## config.mk

```make
export PLATFORM = sky130hd
export DESIGN_NAME = sound_mmio
export DESIGN_NICKNAME = d
export VERILOG_FILES = /design/src/rtl/sound_pkg.sv /design/src/rtl/sound_fifo.sv /design/src/rtl/sound_mmio.sv
export SDC_FILE = /design/constraint.sdc
export NUM_CORES = 1
export LEC_CHECK = 0
export ABC_AREA = 1
export CAP_MARGIN = 30
export CORE_MARGIN = 2
export CORE_UTILIZATION = 30
export CTS_BUF_LIST = sky130_fd_sc_hd__clkbuf_16
export CTS_CLUSTER_DIAMETER = 30
export DETAILED_ROUTE_END_ITERATION = 16
export GPL_ROUTABILITY_DRIVEN = 0
export PLACE_DENSITY = 0.58
export SLEW_MARGIN = 20
export SYNTH_ARGS = -nofsm -noshare
export SYNTH_HDL_FRONTEND = slang
export SYNTH_SLANG_ARGS = --single-unit
```

## constraint.sdc

```tcl
create_clock -name clk -period 4.26 [get_ports clk]
set_input_delay 0.639 -clock clk [delete_from_list [all_inputs] [get_ports clk]]
set_output_delay 0.639 -clock clk [all_outputs]
set_load 0.1 [all_outputs]
```

## src/rtl/sound_pkg.sv

```systemverilog
// Shared constants for the sound MMIO peripheral: register map, FSM states,
// command field positions and the STATUS word layout.
package sound_pkg;

    localparam logic [1:0]  REG_CMD    = 2'd0;
    localparam logic [1:0]  REG_STATUS = 2'd1;
    localparam logic [1:0]  REG_FLUSH  = 2'd2;

    localparam logic [15:0] MMIO_HI    = 16'hFFFF;

    localparam int HP_LSB  = 0;
    localparam int HP_MSB  = 15;
    localparam int DUR_LSB = 16;
    localparam int DUR_MSB = 31;

    typedef enum logic [1:0] {
        S_IDLE = 2'd0,
        S_LOAD = 2'd1,
        S_PLAY = 2'd2
    } state_e;

    function automatic logic [31:0] pack_status(
        input logic       busy,
        input logic       full,
        input logic       empty,
        input logic [4:0] count,
        input logic       ovf,
        input logic       irq_pend
    );
        pack_status = {22'd0, irq_pend, ovf, count, empty, full, busy};
    endfunction

endpackage

```

## src/rtl/sound_fifo.sv

```systemverilog
// Synchronous FIFO for queued tone commands; flush clears it in one edge.
// DEPTH must be a power of two so the pointers wrap naturally.
module sound_fifo #(
    parameter int DEPTH = 4,
    parameter int WIDTH = 32
) (
    input  logic                       clk,
    input  logic                       reset,
    input  logic                       push_i,
    input  logic                       pop_i,
    input  logic                       flush_i,
    input  logic [WIDTH-1:0]           wdata_i,
    output logic [WIDTH-1:0]           rdata_o,
    output logic                       full_o,
    output logic                       empty_o,
    output logic [$clog2(DEPTH):0]     count_o
);

    localparam int AW = $clog2(DEPTH);
    localparam int CW = AW + 1;
    localparam logic [CW-1:0] FULL_CNT = CW'(DEPTH);

    logic [WIDTH-1:0] mem_q [DEPTH];
    logic [AW-1:0]    wr_q, wr_d, rd_q, rd_d;
    logic [CW-1:0]    cnt_q, cnt_d;
    logic             do_push, do_pop;

    assign full_o  = (cnt_q == FULL_CNT);
    assign empty_o = (cnt_q == '0);
    assign count_o = cnt_q;
    assign rdata_o = mem_q[rd_q];

    // A pop frees a slot in the same cycle, so push-while-full is honoured then.
    assign do_pop  = pop_i && !empty_o && !flush_i;
    assign do_push = push_i && !flush_i && (!full_o || do_pop);

    always_comb begin
        wr_d  = wr_q;
        rd_d  = rd_q;
        cnt_d = cnt_q;
        if (flush_i) begin
            wr_d  = '0;
            rd_d  = '0;
            cnt_d = '0;
        end else begin
            if (do_push) wr_d = wr_q + 1'b1;
            if (do_pop)  rd_d = rd_q + 1'b1;
            cnt_d = cnt_q + {{AW{1'b0}}, do_push} - {{AW{1'b0}}, do_pop};
        end
    end

    always_ff @(posedge clk) begin
        if (reset) begin
            wr_q  <= '0;
            rd_q  <= '0;
            cnt_q <= '0;
        end else begin
            wr_q  <= wr_d;
            rd_q  <= rd_d;
            cnt_q <= cnt_d;
        end
    end

    always_ff @(posedge clk) begin
        if (do_push) mem_q[wr_q] <= wdata_i;
    end

endmodule

```

## src/rtl/sound_mmio.sv

```systemverilog
// Write-side MMIO tone generator: queued square-wave notes on audioOut.
// Build macro SOUND_MMIO_IRQ_EN adds irqOut and STATUS bit9 (irq pending).
//
// state | meaning
// IDLE  | nothing playing, waiting for a queued command
// LOAD  | pop head command, latch half-period and duration
// PLAY  | square wave (or rest) until the duration expires
module sound_mmio
    import sound_pkg::*;
#(
    parameter int         FIFO_DEPTH = 4,
    parameter int         TICK_DIV   = 25000,
    parameter logic [7:0] PAGE       = 8'h01
) (
    input  logic        clk,
    input  logic        reset,
    input  logic [31:0] address,
    input  logic        wEn,
    input  logic [31:0] dataIn,
    input  logic        readEn,
    output logic [31:0] readData,
    output logic        audioOut,
    output logic        audioEn
`ifdef SOUND_MMIO_IRQ_EN
    ,
    output logic        irqOut
`endif
);

    localparam int CW = $clog2(FIFO_DEPTH) + 1;
    localparam int TW = $clog2(TICK_DIV + 1);
    localparam logic [TW-1:0] TICK_LAST = TW'(TICK_DIV - 1);

    logic          sel, cmd_wr, flush, rd, status_rd;
    logic [1:0]    offset;
    logic          addr_unused;

    state_e        state_q;
    logic [15:0]   hp_q, phase_q, rem_q;
    logic [TW-1:0] tick_q;
    logic          audio_q, aen_q, ovf_q;
    logic [31:0]   rdata_q;

    logic [31:0]   head;
    logic          fifo_full, fifo_empty;
    logic [CW-1:0] fifo_count;
    logic          push, pop, drop, note_end, irq_pend;
    logic [31:0]   status_w;

    assign sel         = (address[31:16] == MMIO_HI) && (address[15:8] == PAGE);
    assign offset      = address[3:2];
    assign addr_unused = ^{address[7:4], address[1:0]};
    assign cmd_wr      = sel && wEn && (offset == REG_CMD);
    assign flush       = sel && wEn && (offset == REG_FLUSH);
    assign rd          = sel && readEn;
    assign status_rd   = rd && (offset == REG_STATUS);

    assign pop      = (state_q == S_LOAD) && !flush;
    assign push     = cmd_wr && !flush;
    assign drop     = push && fifo_full && !pop;
    assign note_end = (state_q == S_PLAY) && (tick_q == TICK_LAST) && (rem_q == 16'd1) && !flush;

    sound_fifo #(.DEPTH(FIFO_DEPTH), .WIDTH(32)) u_fifo (
        .clk     (clk),
        .reset   (reset),
        .push_i  (push),
        .pop_i   (pop),
        .flush_i (flush),
        .wdata_i (dataIn),
        .rdata_o (head),
        .full_o  (fifo_full),
        .empty_o (fifo_empty),
        .count_o (fifo_count)
    );

    always_ff @(posedge clk) begin
        if (reset) begin
            state_q <= S_IDLE;
            hp_q    <= '0;
            phase_q <= '0;
            rem_q   <= '0;
            tick_q  <= '0;
            audio_q <= 1'b0;
            aen_q   <= 1'b0;
        end else if (flush) begin
            state_q <= S_IDLE;
            audio_q <= 1'b0;
            aen_q   <= 1'b0;
        end else begin
            case (state_q)
                S_IDLE: begin
                    if (!fifo_empty) state_q <= S_LOAD;
                end
                S_LOAD: begin
                    hp_q    <= head[HP_MSB:HP_LSB];
                    rem_q   <= head[DUR_MSB:DUR_LSB];
                    phase_q <= '0;
                    tick_q  <= '0;
                    audio_q <= 1'b0;
                    if (head[DUR_MSB:DUR_LSB] == 16'd0) begin
                        state_q <= S_IDLE;
                    end else begin
                        state_q <= S_PLAY;
                        aen_q   <= (head[HP_MSB:HP_LSB] != 16'd0);
                    end
                end
                S_PLAY: begin
                    if (hp_q != 16'd0) begin
                        if (phase_q == hp_q - 16'd1) begin
                            phase_q <= '0;
                            audio_q <= ~audio_q;
                        end else begin
                            phase_q <= phase_q + 16'd1;
                        end
                    end
                    if (tick_q == TICK_LAST) begin
                        tick_q <= '0;
                        rem_q  <= rem_q - 16'd1;
                    end else begin
                        tick_q <= tick_q + 1'b1;
                    end
                    // Last tick of the note: silence overrides any toggle above.
                    if (note_end) begin
                        audio_q <= 1'b0;
                        aen_q   <= 1'b0;
                        state_q <= fifo_empty ? S_IDLE : S_LOAD;
                    end
                end
                default: state_q <= S_IDLE;
            endcase
        end
    end

    assign status_w = pack_status(state_q != S_IDLE, fifo_full, fifo_empty,
                                  5'(fifo_count), ovf_q, irq_pend);

    // Overflow set wins over a same-cycle STATUS clear so no drop goes unseen.
    always_ff @(posedge clk) begin
        if (reset) begin
            rdata_q <= '0;
            ovf_q   <= 1'b0;
        end else begin
            if (rd) rdata_q <= (offset == REG_STATUS) ? status_w : 32'd0;
            if (drop)           ovf_q <= 1'b1;
            else if (status_rd) ovf_q <= 1'b0;
        end
    end

`ifdef SOUND_MMIO_IRQ_EN
    logic irq_q, irq_pend_q;

    always_ff @(posedge clk) begin
        if (reset) begin
            irq_q      <= 1'b0;
            irq_pend_q <= 1'b0;
        end else begin
            irq_q <= note_end && fifo_empty;
            if (note_end && fifo_empty) irq_pend_q <= 1'b1;
            else if (status_rd)         irq_pend_q <= 1'b0;
        end
    end

    assign irqOut   = irq_q;
    assign irq_pend = irq_pend_q;
`else
    assign irq_pend = 1'b0;
`endif

    assign readData = rdata_q;
    assign audioOut = audio_q;
    assign audioEn  = aen_q;

endmodule
```

# Yosys cells after proc, flatten, opt, wreduce, memory -nomap -nowiden
# Memories as Yosys holds them, arrays and structs flattened. A register that Yosys moved wholly into a read port is not among the register bits.
# Index checks and enable logic that the tools add are counted.
# totals
out_inout_bits	34
ff_bits	107
mem_bits_rw	128
wordCells	105
mem_count	1
inputBits	68
# classes
addsub	8
mux	26
reduce_logical	39
bitwise	2
n_eq_ne	17
# mem_list
memory	depth	word_bits	rd	rd_clocked_by_memory_dff	wr	line	text
u_fifo.mem_q	4	32	1	1	1	sound_fifo.sv:23	logic [WIDTH-1:0] mem_q [DEPTH];
# op_table
cell	n
$pmux 16 s2	2
$mux 16	3
$reduce_bool 16->1	2
$sub 16x1->16 const B	2
$pmux 15 s2	1
$logic_and 1x1->1	17
$add 16x1->16 const B	1
$eq 16x1->1 const B	1
$eq 16x16->1	1
$eq 16x16->1 const B	1
$logic_not 16->1	1
$add 15x1->15 const B	1
$eq 15x15->1 const B	1
$mux 15	1
$reduce_and 3->1	4
$mux 1	10
$mux 2	5
$mux 9	1
$eq 8x1->1 const B	1
$ne 2x2->1 const B	3
$ne 3x2->1 const B	2
$pmux 2 s3	1
$reduce_and 2->1	3
$reduce_bool 2->1	3
14 further kinds	24

# Longest topological paths before layout
# depth
ltp_word	12
depth_mapped	17
mapped_depth_nobuf	16

# Cells and area by module
# A second synthesis with hierarchy kept.
# hier_totals
cells_unflattened	1125
hier_area_um2	10083.4
# by_module_without_submodules
mod	n_inst	area_each_um2	seq_area_each_um2	cells_per_inst
sound_fifo	1	5286.3	4023.9	385
sound_mmio	1	4797.1	1501.4	740

# Least setup slack after synthesis
# Ideal clock, no wire load.
# synth_timing
path_type	input port to flip-flop
startpoint	input port address[11]
endpoint	memory u_fifo.mem_q[0][0] (enable)
setup_ns	0.421
n_path_buf	0
path_stages	7
arrival_time_ns	2.961
slack_ns	0.878
t_required_ns	3.839
cell_sequence	nor2_1 nand3b_1 nor4_1 nand4_1 nor2_1 inv_2 nor2_1
# synth_via
elab_chain_len	12
elab_cells_between_ends	15
cone_classes	1 x eq/ne; 2 x mux; 12 x reduce/logical
# synth_rtl
item	line	text
start, declared	sound_mmio.sv:17	input logic [31:0] address,
$eq 8x1->1 *	sound_mmio.sv:50	assign sel = (address[31:16] == MMIO_HI) && (address[15:8] == PAGE);
$logic_and 1x1->1 *	sound_mmio.sv:50	
$logic_and 1x1->1 *	sound_mmio.sv:53, sound_mmio.sv:54	
$logic_and 1x1->1	sound_mmio.sv:54	assign flush = sel && wEn && (offset == REG_FLUSH);
$logic_not 1->1	--	
$logic_and 1x1->1	sound_mmio.sv:58	assign pop = (state_q == S_LOAD) && !flush;
$logic_and 1x1->1 (2 in series)	sound_fifo.sv:34	assign do_pop = pop_i && !empty_o && !flush_i;
$logic_or 1x1->1	sound_fifo.sv:35	assign do_push = push_i && !flush_i && (!full_o || do_pop);
$logic_and 1x1->1 *	sound_fifo.sv:35	
via u_fifo.do_push	sound_fifo.sv:26	logic do_push, do_pop;
$mux 1 *	sound_fifo.sv:65	if (do_push) mem_q[wr_q] <= wdata_i;
$mux 1 (not written as such) *	sound_fifo.sv:65	
end, declared	sound_fifo.sv:23	
# The timed path passes the listed nets; every way through them passes the cells marked *.

# Final worst setup path
# layout_timing
startpoint	input port address[28]
endpoint	register u_fifo.cnt_q[2] (netlist: u_fifo.count_o[2])
# layout_via
elab_chain_len	12
elab_cells_between_ends	16
cone_classes	2 x add/sub; 1 x eq/ne; 13 x reduce/logical
# layout_rtl
item	line	text
$eq 16x16->1 *	sound_mmio.sv:50	
$logic_and 1x1->1 *	sound_mmio.sv:50	
$logic_and 1x1->1 * (2 in series)	sound_mmio.sv:54	
$logic_not 1->1 *	sound_fifo.sv:34, sound_mmio.sv:58	
$logic_and 1x1->1	sound_mmio.sv:58	
$logic_and 1x1->1	sound_fifo.sv:34	
$logic_and 1x1->1 *	sound_fifo.sv:34	
via u_fifo.do_pop	sound_fifo.sv:26	
$logic_or 1x1->1	sound_fifo.sv:35	
$logic_and 1x1->1	sound_fifo.sv:35	
$add 3x1->3	sound_fifo.sv:48	cnt_d = cnt_q + {{AW{1'b0}}, do_push} - {{AW{1'b0}}, do_pop};
$sub 3x1->3 *	sound_fifo.sv:48	
end signal, assigned	sound_fifo.sv:60	cnt_q <= cnt_d;
end, declared	sound_fifo.sv:25	logic [CW-1:0] cnt_q, cnt_d;
# Marked as above.
# A chain may end at the register's enable or synchronous reset.

==> impl_metrics.toml <==
[layout]
ant_cells = 0
fraction_of_final_layout_cells_sized_beyond_drive_strength_1_pct = 10.4
num-nets-final = 1290
utilization_pct = 38.4
syn2layout_area_growth_pct = 26.5

[timing]
max_transition_margin_pct = 30.3
hold_viol_final = 0
fmaxAchievable_ghz = 0.330
timing.setup.tns_ns = 0
worst_pin_slew_ns = 1.04
post-route-period-util_pct = 71.1
timing.final.crit_period_ns = 3.03
report.final.slew_viol_count = 0
worst_slack_ns = 1.23
skew_ns = 0.0390
worst_hold_slack_ns = 0.454
setup-violations-final = 0
rsz0062_at_grt = "false"

[power_and_ir_drop]
power.total_mw = 8.01
power_density_over_the_cells_nw_per_um2 = 625
vdd.ir_drop.worst_uv = 354
power.leakage_nw = 4.82

[worst_hold_path]
hold-path-endpoint = "tick_q[14]$_SDFFE_PP0P_"
cell_count_of_the_worst_hold_path = 1
hold_path_class = "reg2reg"
worst_hold_startpoint = "tick_q[14]$_SDFFE_PP0P_"

[synthesis]
synth_top_cells_by_area = "sky130_fd_sc_hd__edfxtp_1, sky130_fd_sc_hd__dfxtp_1, sky130_fd_sc_hd__nand2_1"
ys_seq_area_share_pct = 54.5
synth_top_flop_cell = "sky130_fd_sc_hd__edfxtp_1"
synth_top_cell_area_share_pct = 37.9
yosys_register_bits = 212
async_reset_ff_share_pct = 0
synth.yosys.warnings = 0
synth_edf_count = 128
synth_area_sq_um = 10100
synth.distinct_cells = 48
synthTopCellsByCount = "sky130_fd_sc_hd__nand2_1, sky130_fd_sc_hd__nor2_1, sky130_fd_sc_hd__edfxtp_1, sky130_fd_sc_hd__inv_1, sky130_fd_sc_hd__o21ai_0"
post_synth.cell_area_avg_sq_um = 9.09
synth.largest_area_cell = "sky130_fd_sc_hd__edfxtp_1"
synthesis.instances = 1114
post-synth-top-count-cell = "sky130_fd_sc_hd__nand2_1"

[clock_network]
cts.hold.buffers_added = 0
cts_made_buffers = 46
cts_tree = "built"
cts_root_buf = "sky130_fd_sc_hd__clkbuf_16"
ctsLongestPathBuffers = 3
clk_pin_slew_worst_paths_ns = 0.04
numClockSinks = 212
postCtsSetupRepairBufs = 0
post_cts_resize_count = 0
clock_latency_ns = 0.55
htree_num_levels = 2

[place]
port-buffer-count = 70
place.detailed.hpwl_um = 14700
dp_slack_ns = 0.680

[floorplanning]
initial_utilization_pct = 30.4
die-width_um = 188
rows = 67
coreArea_sq_um = 33400
die_height_um = 188
io_pins = 102
die_area_sq_um = 35300

[global_route]
grt_first_pass_wirelength_um = 37000
grt_max_degree = 69
grt-ovfl-total = 0
number_of_global_route_vias_before_repair = 7307
grtUsageTotal_pct = 12.8
number_of_antenna_violations_at_the_first_check_in_global_routing = 0

[setup_path]
worst_r2r_startpoint = "state_q[0]$_SDFFE_PP0P_"
crit_path_capture_type = "flip-flop"
worstPathRequired_ns = 4.72
path_max_fanout = 7
rr_worst_depth = 11
timing.rr.end = "rem_q[10]$_SDFFE_PP0P_"
critPathKind = "in2reg"
startpoint_type = "input port"
cp.arrival_ns = 3.49
r2r_slack_ns = 1.43

[routing]
postRouteAntennaNets = 0
dr.pass1.iters = 4
total_number_of_vias = 7686
wl_per_cell_um = 13.3
detailedRoute.firstIterationViolations = 311
drc_errors = 0
route.detailed.vias_per_inst = 4.54
drt_wl_total_um = 22400

[flow_run]
maxCapViolations = 0

[outcome]
status = "complete, no violations"
[metrics by stage]
stage | area [sq um] | instances
floorplan | 10200 | 1138
detailed placement | 11300 | 1606
global placement | 11200 | 1604
finish | 12800 | 1692
global route | 12800 | 1692
CTS | 12800 | 1692
[how the worst max path moves through the flow]
stage                            from                            to  depth (start not counted)
after floorplan           address[11]  u_fifo.mem_q[0][0]$_DFFE_PP_                          7
after global placement    address[29]  u_fifo.count_o[2]$_SDFF_PP0_                         16
after detailed placement  address[28]  u_fifo.count_o[2]$_SDFF_PP0_                         16
after CTS                 address[28]  u_fifo.count_o[2]$_SDFF_PP0_                         16
after global routing      address[29]  u_fifo.count_o[2]$_SDFF_PP0_                         16
final                     address[28]  u_fifo.count_o[2]$_SDFF_PP0_                         16
[kinds of logic after synthesis]
| family | count (synthesis) | synth area share (%) |
|---|---|---|
| compound gates | 211 | 12.0 |
| xor+xnor | 36 | 3.19 |
| fa+ha+maj | 16 | 2.05 |
| buf+inv | 171 | 7.63 |
| flops | 212 | 54.5 |
| other cells | 1 | 0.0370 |
| simple gates | 467 | 20.5 |
[cell usage in the layout (no fill, tap or decap), drive strengths merged, types with 11 or more instances in the layout]
master         Yosys  layout
inv              108     120
a211oi            11      11
a32o              11      11
nor2             155     155
nand3             46      46
o21ai             89      89
clkdlybuf4s50      0      70
buf               42      13
edfxtp           128     128
nand4             15      15
nand2            216     216
clkinv             0      19
clkbuf            21      47
xor2              23      23
nor3              19      19
o22a              16      16
a21oi             78      78
dfxtp             84      84
ha                15      15
xnor2             13      13
conb               1      25
[registers in the layout, indices dropped and copies added, names as in the netlist, 3 cells and up, named ones only]
| signal | flops |
|---|---|
| tick_q | 15 |
| phase_q | 16 |
| hp_q | 16 |
| readData | 7 |
| rem_q | 16 |
| u_fifo.mem_q | 128 |
| u_fifo.count_o | 3 |
[area by class of cell]
type                            count  area (sq um)
Tap cell                          448           561
Clock buffer                       47          1180
Fill cell                        3344         20500
Clock inverter                     39           359
Timing Repair Buffer               83           838
Multi-Input combinational cell    755          3950
Sequential cell                   212          5530
Inverter                          108           405
[power by group]
group,internal [mW],switching [mW]
combinational,0.730,1.39
sequential,2.32,0.150
clock,2.30,1.11
[per-layer routing]
metal  routed length (um)  global-route usage, %  part of all wire (%)  vias up
li1                     -                      -                     -     3920
met1                10900                   17.5                    49     3532
met2                 9810                   20.0                    44      210
met3                 1370                   2.90                   6.1       24
met4                  320                   4.36                   1.4        0
met5                    0                      0                     0        -
[critical path: stages]
cell	delay, ns
sky130_fd_sc_hd__clkdlybuf4s50_1	0.46
sky130_fd_sc_hd__nand2_1	0.05
sky130_fd_sc_hd__nor2_1	0.10
sky130_fd_sc_hd__nand4_1	0.12
sky130_fd_sc_hd__nor2_1	0.17
sky130_fd_sc_hd__nand4_2	0.27
sky130_fd_sc_hd__nand2_1	0.13
sky130_fd_sc_hd__inv_1	0.08
sky130_fd_sc_hd__nand2_1	0.06
sky130_fd_sc_hd__inv_1	0.10
sky130_fd_sc_hd__ha_1	0.29
sky130_fd_sc_hd__inv_1	0.04
sky130_fd_sc_hd__ha_1	0.18
sky130_fd_sc_hd__fa_1	0.37
sky130_fd_sc_hd__or2_2	0.30
sky130_fd_sc_hd__a21oi_1	0.14
Power figures use the tool's default switching activity.
